[src/rtl/alu_exec_pkg.sv]
// Shared encodings for the digit-serial ALU execution block.
// Op codes must track the control-path ALU decoder's ALUControl_op values.
package alu_exec_pkg;

  typedef enum logic [1:0] {
    ALU_ADD = 2'b00,
    ALU_SUB = 2'b01,
    ALU_AND = 2'b10,
    ALU_OR  = 2'b11
  } alu_op_e;

  typedef enum logic [1:0] {
    IDLE = 2'b00,
    CALC = 2'b01,
    DONE = 2'b10
  } state_e;

endpackage

[src/rtl/alu_digit_serial_exec_if.sv]
// Operand/result handshake bundle for alu_digit_serial_exec.
// master = producer of operands / consumer of results; slave = the ALU.
interface alu_digit_serial_exec_if #(
  parameter int WIDTH = 32
);
  logic             in_valid;
  logic             in_ready;
  logic [1:0]       ALUControl_op;
  logic [WIDTH-1:0] src_a;
  logic [WIDTH-1:0] src_b;
  logic             out_valid;
  logic             out_ready;
  logic [WIDTH-1:0] alu_result;
  logic             zero;
  logic             negative;
  logic             carry;
  logic             overflow;
  logic             busy;

  modport master (
    output in_valid, ALUControl_op, src_a, src_b, out_ready,
    input  in_ready, out_valid, alu_result, zero, negative, carry, overflow, busy
  );

  modport slave (
    input  in_valid, ALUControl_op, src_a, src_b, out_ready,
    output in_ready, out_valid, alu_result, zero, negative, carry, overflow, busy
  );
endinterface

[src/rtl/alu_digit_slice.sv]
// Combinational DIGIT-bit slice: add (sub arrives pre-inverted with cin=1),
// and, or. Carry out is forced to 0 for the logic ops.
module alu_digit_slice
  import alu_exec_pkg::*;
#(
  parameter int DIGIT = 8
) (
  input  logic [DIGIT-1:0] a,
  input  logic [DIGIT-1:0] b,
  input  alu_op_e          op,
  input  logic             cin,
  output logic [DIGIT-1:0] res,
  output logic             cout
);

  logic [DIGIT:0] sum;

  // Slice result and carry selection by operation
  always_comb begin
    sum  = {1'b0, a} + {1'b0, b} + {{DIGIT{1'b0}}, cin};
    res  = '0;
    cout = 1'b0;
    case (op)
      ALU_ADD, ALU_SUB: begin
        res  = sum[DIGIT-1:0];
        cout = sum[DIGIT];
      end
      ALU_AND: res = a & b;
      ALU_OR:  res = a | b;
      default: res = '0;
    endcase
  end

endmodule

[src/rtl/alu_digit_serial_exec.sv]
// Digit-serial add/sub/and/or execution unit, DIGIT bits per clock.
// Optional macro ALU_FLAGS_EN: when defined, carry/overflow are computed;
// otherwise those outputs are tied to 0 and the overflow logic is absent.
// WIDTH must be a multiple of DIGIT.
module alu_digit_serial_exec
  import alu_exec_pkg::*;
#(
  parameter int WIDTH = 32,
  parameter int DIGIT = 8
) (
  input  logic                   clk,
  input  logic                   reset,
  alu_digit_serial_exec_if.slave bus
);

  localparam int N  = WIDTH / DIGIT;
  localparam int CW = (N > 1) ? $clog2(N) : 1;

  state_e           state_q, state_d;
  logic [CW-1:0]    k_q, k_d;
  logic [WIDTH-1:0] a_q, a_d;
  logic [WIDTH-1:0] b_q, b_d;
  logic [WIDTH-1:0] acc_q, acc_d;
  alu_op_e          op_q, op_d;
  logic             cy_q, cy_d;
  logic [WIDTH-1:0] result_q, result_d;
  logic             zero_q, zero_d;
  logic             neg_q, neg_d;
  logic             out_valid_q, out_valid_d;
  logic             busy_q, busy_d;
`ifdef ALU_FLAGS_EN
  logic             carry_q, carry_d;
  logic             ovf_q, ovf_d;
  logic             a_msb_q, a_msb_d;
  logic             b_msb_q, b_msb_d;
`endif

  logic             in_ready;
  logic [DIGIT-1:0] slice_res;
  logic             slice_cout;

  alu_digit_slice #(.DIGIT(DIGIT)) u_slice (
    .a    (a_q[DIGIT-1:0]),
    .b    (b_q[DIGIT-1:0]),
    .op   (op_q),
    .cin  (cy_q),
    .res  (slice_res),
    .cout (slice_cout)
  );

  assign in_ready = (state_q == IDLE) && !reset;

  // Next-state, datapath and flag computation
  always_comb begin
    state_d  = state_q;
    k_d      = k_q;
    a_d      = a_q;
    b_d      = b_q;
    acc_d    = acc_q;
    op_d     = op_q;
    cy_d     = cy_q;
    result_d = result_q;
    zero_d   = zero_q;
    neg_d    = neg_q;
`ifdef ALU_FLAGS_EN
    carry_d  = carry_q;
    ovf_d    = ovf_q;
    a_msb_d  = a_msb_q;
    b_msb_d  = b_msb_q;
`endif
    case (state_q)
      IDLE: begin
        if (bus.in_valid && in_ready) begin
          op_d    = alu_op_e'(bus.ALUControl_op);
          a_d     = bus.src_a;
          b_d     = (op_d == ALU_SUB) ? ~bus.src_b : bus.src_b;
          cy_d    = (op_d == ALU_SUB);
          k_d     = '0;
          acc_d   = '0;
`ifdef ALU_FLAGS_EN
          a_msb_d = a_d[WIDTH-1];
          b_msb_d = b_d[WIDTH-1];
`endif
          state_d = CALC;
        end
      end
      CALC: begin
        // Operands drain from the LSB end while results enter at the MSB end,
        // so after N slices acc holds the aligned word.
        acc_d = (acc_q >> DIGIT) | (WIDTH'(slice_res) << (WIDTH - DIGIT));
        a_d   = a_q >> DIGIT;
        b_d   = b_q >> DIGIT;
        cy_d  = slice_cout;
        k_d   = k_q + CW'(1);
        if (k_q == CW'(N - 1)) begin
          result_d = acc_d;
          zero_d   = (acc_d == '0);
          neg_d    = acc_d[WIDTH-1];
`ifdef ALU_FLAGS_EN
          carry_d  = ((op_q == ALU_ADD) || (op_q == ALU_SUB)) && slice_cout;
          ovf_d    = ((op_q == ALU_ADD) || (op_q == ALU_SUB)) &&
                     (a_msb_q == b_msb_q) && (acc_d[WIDTH-1] != a_msb_q);
`endif
          state_d  = DONE;
        end
      end
      DONE: begin
        if (bus.out_ready) state_d = IDLE;
      end
      default: state_d = IDLE;
    endcase
    out_valid_d = (state_d == DONE);
    busy_d      = (state_d != IDLE);
  end

  // State and datapath registers with synchronous reset
  always_ff @(posedge clk) begin
    if (reset) begin
      state_q     <= IDLE;
      k_q         <= '0;
      a_q         <= '0;
      b_q         <= '0;
      acc_q       <= '0;
      op_q        <= ALU_ADD;
      cy_q        <= 1'b0;
      result_q    <= '0;
      zero_q      <= 1'b0;
      neg_q       <= 1'b0;
      out_valid_q <= 1'b0;
      busy_q      <= 1'b0;
`ifdef ALU_FLAGS_EN
      carry_q     <= 1'b0;
      ovf_q       <= 1'b0;
      a_msb_q     <= 1'b0;
      b_msb_q     <= 1'b0;
`endif
    end else begin
      state_q     <= state_d;
      k_q         <= k_d;
      a_q         <= a_d;
      b_q         <= b_d;
      acc_q       <= acc_d;
      op_q        <= op_d;
      cy_q        <= cy_d;
      result_q    <= result_d;
      zero_q      <= zero_d;
      neg_q       <= neg_d;
      out_valid_q <= out_valid_d;
      busy_q      <= busy_d;
`ifdef ALU_FLAGS_EN
      carry_q     <= carry_d;
      ovf_q       <= ovf_d;
      a_msb_q     <= a_msb_d;
      b_msb_q     <= b_msb_d;
`endif
    end
  end

  assign bus.in_ready   = in_ready;
  assign bus.out_valid  = out_valid_q;
  assign bus.busy       = busy_q;
  assign bus.alu_result = result_q;
  assign bus.zero       = zero_q;
  assign bus.negative   = neg_q;
`ifdef ALU_FLAGS_EN
  assign bus.carry      = carry_q;
  assign bus.overflow   = ovf_q;
`else
  assign bus.carry      = 1'b0;
  assign bus.overflow   = 1'b0;
`endif

endmodule

[src/flat_wrapper.sv]
// flat-port wrapper written by rule: the top's interface ports become plain ports
module alu_digit_serial_exec_flat import alu_exec_pkg::*;
#(
  parameter int WIDTH = 32,
  parameter int DIGIT = 8
)
  (clk, reset, bus_in_valid, bus_ALUControl_op, bus_src_a, bus_src_b, bus_out_ready, bus_in_ready, bus_out_valid, bus_alu_result, bus_zero, bus_negative, bus_carry, bus_overflow, bus_busy);
  alu_digit_serial_exec_if #(.WIDTH(WIDTH)) bus_i ();
  input  logic clk;
  input  logic reset;
  input wire logic [$bits(bus_i.in_valid)-1:0] bus_in_valid;
  input wire logic [$bits(bus_i.ALUControl_op)-1:0] bus_ALUControl_op;
  input wire logic [$bits(bus_i.src_a)-1:0] bus_src_a;
  input wire logic [$bits(bus_i.src_b)-1:0] bus_src_b;
  input wire logic [$bits(bus_i.out_ready)-1:0] bus_out_ready;
  output wire logic [$bits(bus_i.in_ready)-1:0] bus_in_ready;
  output wire logic [$bits(bus_i.out_valid)-1:0] bus_out_valid;
  output wire logic [$bits(bus_i.alu_result)-1:0] bus_alu_result;
  output wire logic [$bits(bus_i.zero)-1:0] bus_zero;
  output wire logic [$bits(bus_i.negative)-1:0] bus_negative;
  output wire logic [$bits(bus_i.carry)-1:0] bus_carry;
  output wire logic [$bits(bus_i.overflow)-1:0] bus_overflow;
  output wire logic [$bits(bus_i.busy)-1:0] bus_busy;
  assign bus_i.in_valid = bus_in_valid;
  assign bus_i.ALUControl_op = bus_ALUControl_op;
  assign bus_i.src_a = bus_src_a;
  assign bus_i.src_b = bus_src_b;
  assign bus_i.out_ready = bus_out_ready;
  assign bus_in_ready = bus_i.in_ready;
  assign bus_out_valid = bus_i.out_valid;
  assign bus_alu_result = bus_i.alu_result;
  assign bus_zero = bus_i.zero;
  assign bus_negative = bus_i.negative;
  assign bus_carry = bus_i.carry;
  assign bus_overflow = bus_i.overflow;
  assign bus_busy = bus_i.busy;
  alu_digit_serial_exec #(.WIDTH(WIDTH), .DIGIT(DIGIT)) u_core (.clk(clk), .reset(reset), .bus(bus_i));
endmodule
[config.mk]
export PLATFORM = sky130hd
export DESIGN_NAME = alu_digit_serial_exec_flat
export DESIGN_NICKNAME = d
export VERILOG_FILES = /design/src/rtl/alu_exec_pkg.sv /design/src/rtl/alu_digit_serial_exec_if.sv /design/src/rtl/alu_digit_slice.sv /design/src/rtl/alu_digit_serial_exec.sv /design/src/flat_wrapper.sv
export SDC_FILE = /design/constraint.sdc
export NUM_CORES = 1
export LEC_CHECK = 0
export CAP_MARGIN = 20
export CORE_AREA = 2 2 106 108
export CTS_CLUSTER_DIAMETER = 100
export CTS_CLUSTER_SIZE = 24
export DETAILED_ROUTE_END_ITERATION = 8
export DIE_AREA = 0 0 108 110
export GPL_ROUTABILITY_DRIVEN = 0
export PLACE_DENSITY = 0.83
export SETUP_SLACK_MARGIN = 0.5
export SLEW_MARGIN = 20
export SYNTH_ARGS = -nofsm -noshare
export SYNTH_HDL_FRONTEND = slang
export SYNTH_SLANG_ARGS = --single-unit
export TNS_END_PERCENT = 30
[constraint.sdc]
create_clock -name clk -period 4.4 [get_ports clk]
set_input_delay 0.88 -clock clk [delete_from_list [all_inputs] [get_ports clk]]
set_output_delay 0.88 -clock clk [all_outputs]
set_load 0.02 [all_outputs]
==> impl_metrics.csv, run 1 <==
group,metric,value,unit
clock_tree,clkLatencyLatePin,530,ps
worst_setup_path,r2r_cells,9,
sta,setup_violations,0,
clock_tree,post_cts_buffers,0,
clock_tree,numCtsBuffers,17,
sta,fmax,366,MHz
power,p_leak,2.75,nW
synthesis,syn_area,0.00588,mm2
worst_setup_path,reg2reg_to,"u_core.bus.zero",
sta,drv_slew,0,
sta,finalClockSkew,16.6,ps
status,status,"complete, no violations",
place,detailed_place_hpwl,9840,um
clock_tree,cts_resized,0,
finish,final_nets,880,
worst_hold_path,hold_path.class,"reg -> reg",
routing,first_pass_iters,5,
worst_setup_path,r2r_setup_slack,1800,ps
global_routing,grt_max_degree,76,
worst_setup_path,critPathKind,"in -> out",
routing,drc,0,
sta,maxSlewHeadroom,0.438,
routing,vias,5325,
flow_run,maxCapViolations,0,
die,die_width,108,um
finish,n_antenna_cell,0,
die,dieHeight,110,um
synthesis,yosys_most_used_dff,"dfxtp_1",
worst_setup_path,critPathMaxFanout,3,
clock_tree,path_clk_slew,60,ps
synthesis,synth-seq-cells,130,
synthesis,synth_top_cell_by_area,"dfxtp_1",
synthesis,ys_types,50,
synthesis,yosys-top-cells-area,"dfxtp_1 44%, nand2_1 10%, a21oi_1 4.9%",
sta,worst_pin_slew,843,ps
power,power_density,395,mW/mm2
place,io_buffers,106,
die,row_count,38,
worst_setup_path,cp-end-kind,"primary output",
clock_tree,clock_sinks,130,
worst_setup_path,crit_end,"bus_in_ready",
finish,stdcell_area,0.00750,mm2
routing,detail-route-antenna-nets,0,
die,initial_core_util,0.550,
die,ios,109,
synthesis,yosysWarnings,0,
clock_tree,cts_hold_buf,0,
finish,drive_above_1_share,0.0723,
sta,rsz0062_at_grt,"no",
synthesis,netlist_instances,711,
clock_tree,cts_buffer_depth,2,
global_routing,overflow,0,
synthesis,avgSynthCellArea,8.28,um2
clock_tree,htreeDepth,4,
sta,setup-tns-final,0,ps
clock_tree,cts_tree,"done",
worst_setup_path,crit_start,"reset",
routing,drtIter0Drc,350,
sta,hold_viol,0,
global_routing,grt_pass1_vias,5125,
finish,area_growth,27.5,%
synthesis,synth_top_area_share,0.442,
worst_setup_path,arrival,1860,ps
sta,min_period_over_period,0.622,
routing,vias_per_cell,5.65,
power,irDropWorstVdd,0.000257,V
global_routing,grt_pass1_wl,23500,um
routing,drt_wl_total,14400,um
place,dpl-instance-area,0.00695,mm2
die,die_area,0.0119,mm2
die,core-area,0.0107,mm2
routing,wl_per_cell,15.2,um
worst_setup_path,worstSetupStartpointType,"primary input",
worst_setup_path,r2r-start,"u_core.a_q[0]",
global_routing,grt_usage,0.251,
synthesis,yosysSeqAreaShare,0.442,
global_routing,antenna_found_initial,0,
synthesis,synth_edf_count,0,
finish,fillers,828,
sta,timing.hold.ws,453,ps
worst_setup_path,required,3520,ps
clock_tree,cts_root_buffer,"clkbuf_8",
synthesis,async_reset_ff_frac,0,
sta,min_period,2740,ps
worst min-delay path by stage:
stage,from,end,slack (ps),depth (start not counted)
5_1_grt,u_core.b_q[21],u_core.b_q[13],470,2
6_report,u_core.bus.alu_result[19],u_core.bus.alu_result[19],450,2
3_5_place_dp,u_core.bus.alu_result[19],u_core.bus.alu_result[19],450,2
2_1_floorplan,u_core.b_q[19],u_core.b_q[11],430,2
3_3_place_gp,u_core.b_q[21],u_core.b_q[13],440,2
4_1_cts,u_core.bus.alu_result[19],u_core.bus.alu_result[19],460,2
placed cells by master, fill, tap and decap left out, drive strengths merged, types with 7 or more instances in the layout:
master,instances
o21ai,8
buf,14
a21oi,58
clkbuf,19
nand2,161
clkdlybuf4s50,105
dfxtp,130
ha,17
nor2,77
a22o,21
o211ai,20
a2111oi,8
xnor2,31
inv,26
a211oi,14
a311oi,24
nor4,7
registers in the layout, indices dropped and copies added, names as in the netlist:
signal	cells
u_core.bus.busy	1
u_core.k_q	2
u_core.bus.zero	1
u_core.op_q	2
u_core.b_q	32
u_core.state_q	2
u_core.acc_q	24
u_core.cy_q	1
u_core.bus.alu_result	32
u_core.a_q	32
u_core.bus.out_valid	1
power by group:
group | switching (W) | leakage, nW | internal (W)
registers | 0.0000477 | 1.06 | 0.00123
clock network | 0.000523 | 0.271 | 0.000776
logic | 0.000203 | 1.42 | 0.000177
total | 0.000774 | 2.75 | 0.00219
metrics by stage:
step | power [W] | cells | util | setup WS, ps
final | 0.00296 | 942 | 0.702 | 1660
after global routing | 0.00307 | 942 | 0.702 | 1600
after floorplan | 0.00154 | 712 | - | 2130
after CTS | 0.00296 | 942 | 0.701 | 1660
after detailed placement | 0.00168 | 912 | 0.650 | 1480
after global placement | 0.00166 | 912 | 0.650 | 1570
per-layer routing:
metal  part of all wire  GRT usage  vias to the layer above
li1                   -          -                     2593
met1               0.42      0.292                     2517
met2               0.50      0.446                      180
met3              0.049     0.0441                       35
met4              0.030      0.125                        0
met5                  0          0                        -
cells by family after synthesis:
| family | count (synthesis) | share of synthesized area |
|---|---|---|
| xor+xnor | 34 | 0.0506 |
| compound gates | 170 | 0.205 |
| buf+inv | 82 | 0.0617 |
| fa+ha+maj | 19 | 0.0430 |
| simple gates | 272 | 0.192 |
| other cells | 1 | 0.000637 |
| flops | 130 | 0.442 |
| mux | 3 | 0.00510 |
layout make-up:
cell class / count / area (um2) / share of cell area
Timing Repair Buffer: 119 / 1150 / 0.154
Inverter: 23 / 86.3 / 0.0115
Tap cell: 140 / 175 / 0.0233
Clock buffer: 19 / 442 / 0.0589
Multi-Input combinational cell: 500 / 2940 / 0.392
Sequential cell: 130 / 2600 / 0.347
Clock inverter: 11 / 105 / 0.0140
critical path, cell delays in order:
cell	delay, ps
buf_2	130
nor3_2	190
clkdlybuf4s50_1	650
cells in the mapped netlist (7+ instances only):
cell / instances
a21oi_1: 58
a211oi_1: 12
nand2_1: 161
ha_1: 17
a22o_1: 21
nor2_1: 77
buf_4: 7
a311oi_1: 24
buf_2: 23
xnor2_1: 31
o211ai_1: 20
clkbuf_1: 27
dfxtp_1: 130
inv_1: 23
a2111oi_0: 8
(Power assumes the default switching activity.)
==> run 2: changes to the inputs <==
--- a/config.mk
+++ b/config.mk
@@ -6,13 +6,13 @@
 export NUM_CORES = 1
 export LEC_CHECK = 0
 export CAP_MARGIN = 20
-export CORE_AREA = 2 2 106 108
+export CORE_AREA = 2 2 110 112
 export CTS_CLUSTER_DIAMETER = 100
 export CTS_CLUSTER_SIZE = 24
 export DETAILED_ROUTE_END_ITERATION = 8
-export DIE_AREA = 0 0 108 110
+export DIE_AREA = 0 0 112 114
 export GPL_ROUTABILITY_DRIVEN = 0
-export PLACE_DENSITY = 0.83
+export PLACE_DENSITY = 0.78
 export SETUP_SLACK_MARGIN = 0.5
 export SLEW_MARGIN = 20
 export SYNTH_ARGS = -nofsm -noshare
==> constraint.sdc (replaced) <==
create_clock -name clk -period 2.55 [get_ports clk]
set_input_delay 0.51 -clock clk [delete_from_list [all_inputs] [get_ports clk]]
set_output_delay 0.51 -clock clk [all_outputs]
set_load 0.02 [all_outputs]
==> run 2 against run 1 <==
Against the previous run:
- clock skew is 9.7 ps lower
- hold slack worse by 4.2 ps
- critical path depth rose by 5
- global-route usage decreased by 2.7 points
- die area increased by 7.5%
- power grew 79%
- first-iteration DRC count decreased by 8.3%
- critical path type is now reg -> reg
- largest cell class unchanged
- largest power group unchanged
- highest routed layer unchanged
==> impl_metrics.csv, run 2 (same netlist as run 1, synthesis figures left out) <==
group,metric,value,unit
clock_tree,path_clk_slew,60,ps
routing,drc,0,
clock_tree,cts_hold_buf,0,
finish,multiInputGateArea,0.00304,mm2
status,status,"complete, no violations",
sta,fin_ws,282,ps
die,initial_core_util,0.502,
sta,drv_slew,0,
clock_tree,clkLatencyLatePin,410,ps
die,die_area,0.0128,mm2
clock_tree,cts_tree,"done",
die,core-area,0.0117,mm2
clock_tree,numCtsBuffers,17,
place,io_buffers,106,
worst_setup_path,critPathMaxFanout,4,
sta,worst_pin_slew,858,ps
clock_tree,clock_sinks,130,
flow_run,maxCapViolations,0,
finish,fillers,913,
power,p_leak,2.82,nW
die,die_width,112,um
global_routing,grt_pass1_vias,4965,
die,row_count,40,
global_routing,overflow,0,
sta,min_period,2270,ps
power,irDropWorstVdd,0.000414,V
sta,finalClockSkew,6.90,ps
routing,detail-route-antenna-nets,0,
routing,wl_per_cell,15.1,um
finish,mostFrequentLayoutCell,"nand2_1",
worst_setup_path,critPathKind,"reg -> reg",
finish,drive_above_1_share,0.101,
finish,area_growth,31.3,%
routing,drtIter0Drc,321,
sta,maxSlewHeadroom,0.427,
die,dieHeight,114,um
routing,vias,5288,
finish,n_antenna_cell,0,
global_routing,grt_usage,0.224,
finish,final_nets,886,
worst_setup_path,arrival,2570,ps
sta,setup_violations,0,
sta,fmax,441,MHz
clock_tree,htreeDepth,4,
global_routing,antenna_found_initial,0,
worst_hold_path,hold_path.class,"reg -> reg",
sta,setup-tns-final,0,ps
routing,first_pass_iters,5,
place,pre_cts_ws,319,ps
global_routing,grt_max_degree,73,
worst_setup_path,required,2850,ps
clock_tree,cts_buffer_depth,2,
clock_tree,cts_root_buffer,"clkbuf_16",
power,power_density,685,mW/mm2
die,ios,109,
routing,vias_per_cell,5.53,
routing,drt_wl_total,14500,um
place,detailed_place_hpwl,9960,um
sta,hold_viol,0,
sta,min_period_over_period,0.889,
worst_setup_path,cp-end-kind,"flip-flop",
finish,register_area,0.00261,mm2
sta,rsz0062_at_grt,"yes",
worst_setup_path,worstSetupStartpointType,"flip-flop",
global_routing,grt_pass1_wl,23500,um
finish,final_cell_mix,"161 x nand2_1, 125 x dfxtp_1, 104 x clkdlybuf4s50_1",
==> run 2: cell types whose count changed in the layout (fill, tap and decap cells not counted), moves of 3 or more <==
cell,previous run,this run
dfxtp_1,130,125
buf_4,13,17
dfxtp_2,0,4
inv_8,0,3
==> run 2: final cells by class <==
type | count | area share
Tap cell | 147 | 0.0238
Inverter | 23 | 0.0112
Clock buffer | 18 | 0.0568
Clock inverter | 14 | 0.0188
Multi-Input combinational cell | 500 | 0.393
Sequential cell | 130 | 0.338
Timing Repair Buffer | 125 | 0.158
==> run 2: timing repair <==
| item | in CTS | in global routing |
|---|---|---|
| pin swaps | 0 | 6 |
| resized for setup | 2 | 16 |
| buffers inserted | 0 | 4 |
| gates cloned | 0 | 0 |
| setup endpoints to repair | 9 | 15 |
==> run 2: critical path, stage by stage, from the launching register on <==
cell and delay, ps:
dfxtp_4 360, fa_2 410, buf_4 150, a211oi_4 250, o21bai_1 130, or4b_1 470
and4_4 210, nand4_1 90, o31ai_1 80
==> run 2: path summary, 6_finish.rpt <==
| kind | startpoint | to | slack [ps] | depth (start not counted) |
|---|---|---|---|---|
| max | u_core.a_q[0] | u_core.bus.zero | 280 | 8 |
| min | u_core.b_q[30] | u_core.b_q[22] | 450 | 2 |
| max reg2reg | u_core.a_q[0] | u_core.bus.zero | 280 | 8 |
| min reg2reg | u_core.b_q[30] | u_core.b_q[22] | 450 | 2 |
==> run 2: report_power, final <==
group          switching [W]  internal, W
sequential         0.0000811      0.00213
clock               0.000977      0.00140
combinational       0.000371     0.000331
==> run 2: stage by stage <==
step                      cell area, um2  std cells  total power [W]   util  hold WS (ps)
final                               7730        957          0.00529  0.660           449
after detailed placement            7020        921          0.00291  0.600           443
after floorplan                     5910        712          0.00267      -           425
after CTS                           7610        953          0.00527  0.650           449
after global routing                7730        957          0.00548  0.660           474
after global placement              7020        921          0.00288  0.600           439
==> run 2: per-layer routing <==
layer,GRT usage,up-vias,part of all wire
li1,-,2615,-
met4,0.0846,0,0.025
met1,0.271,2483,0.42
met2,0.392,158,0.51
met5,0,-,0
met3,0.0505,32,0.049
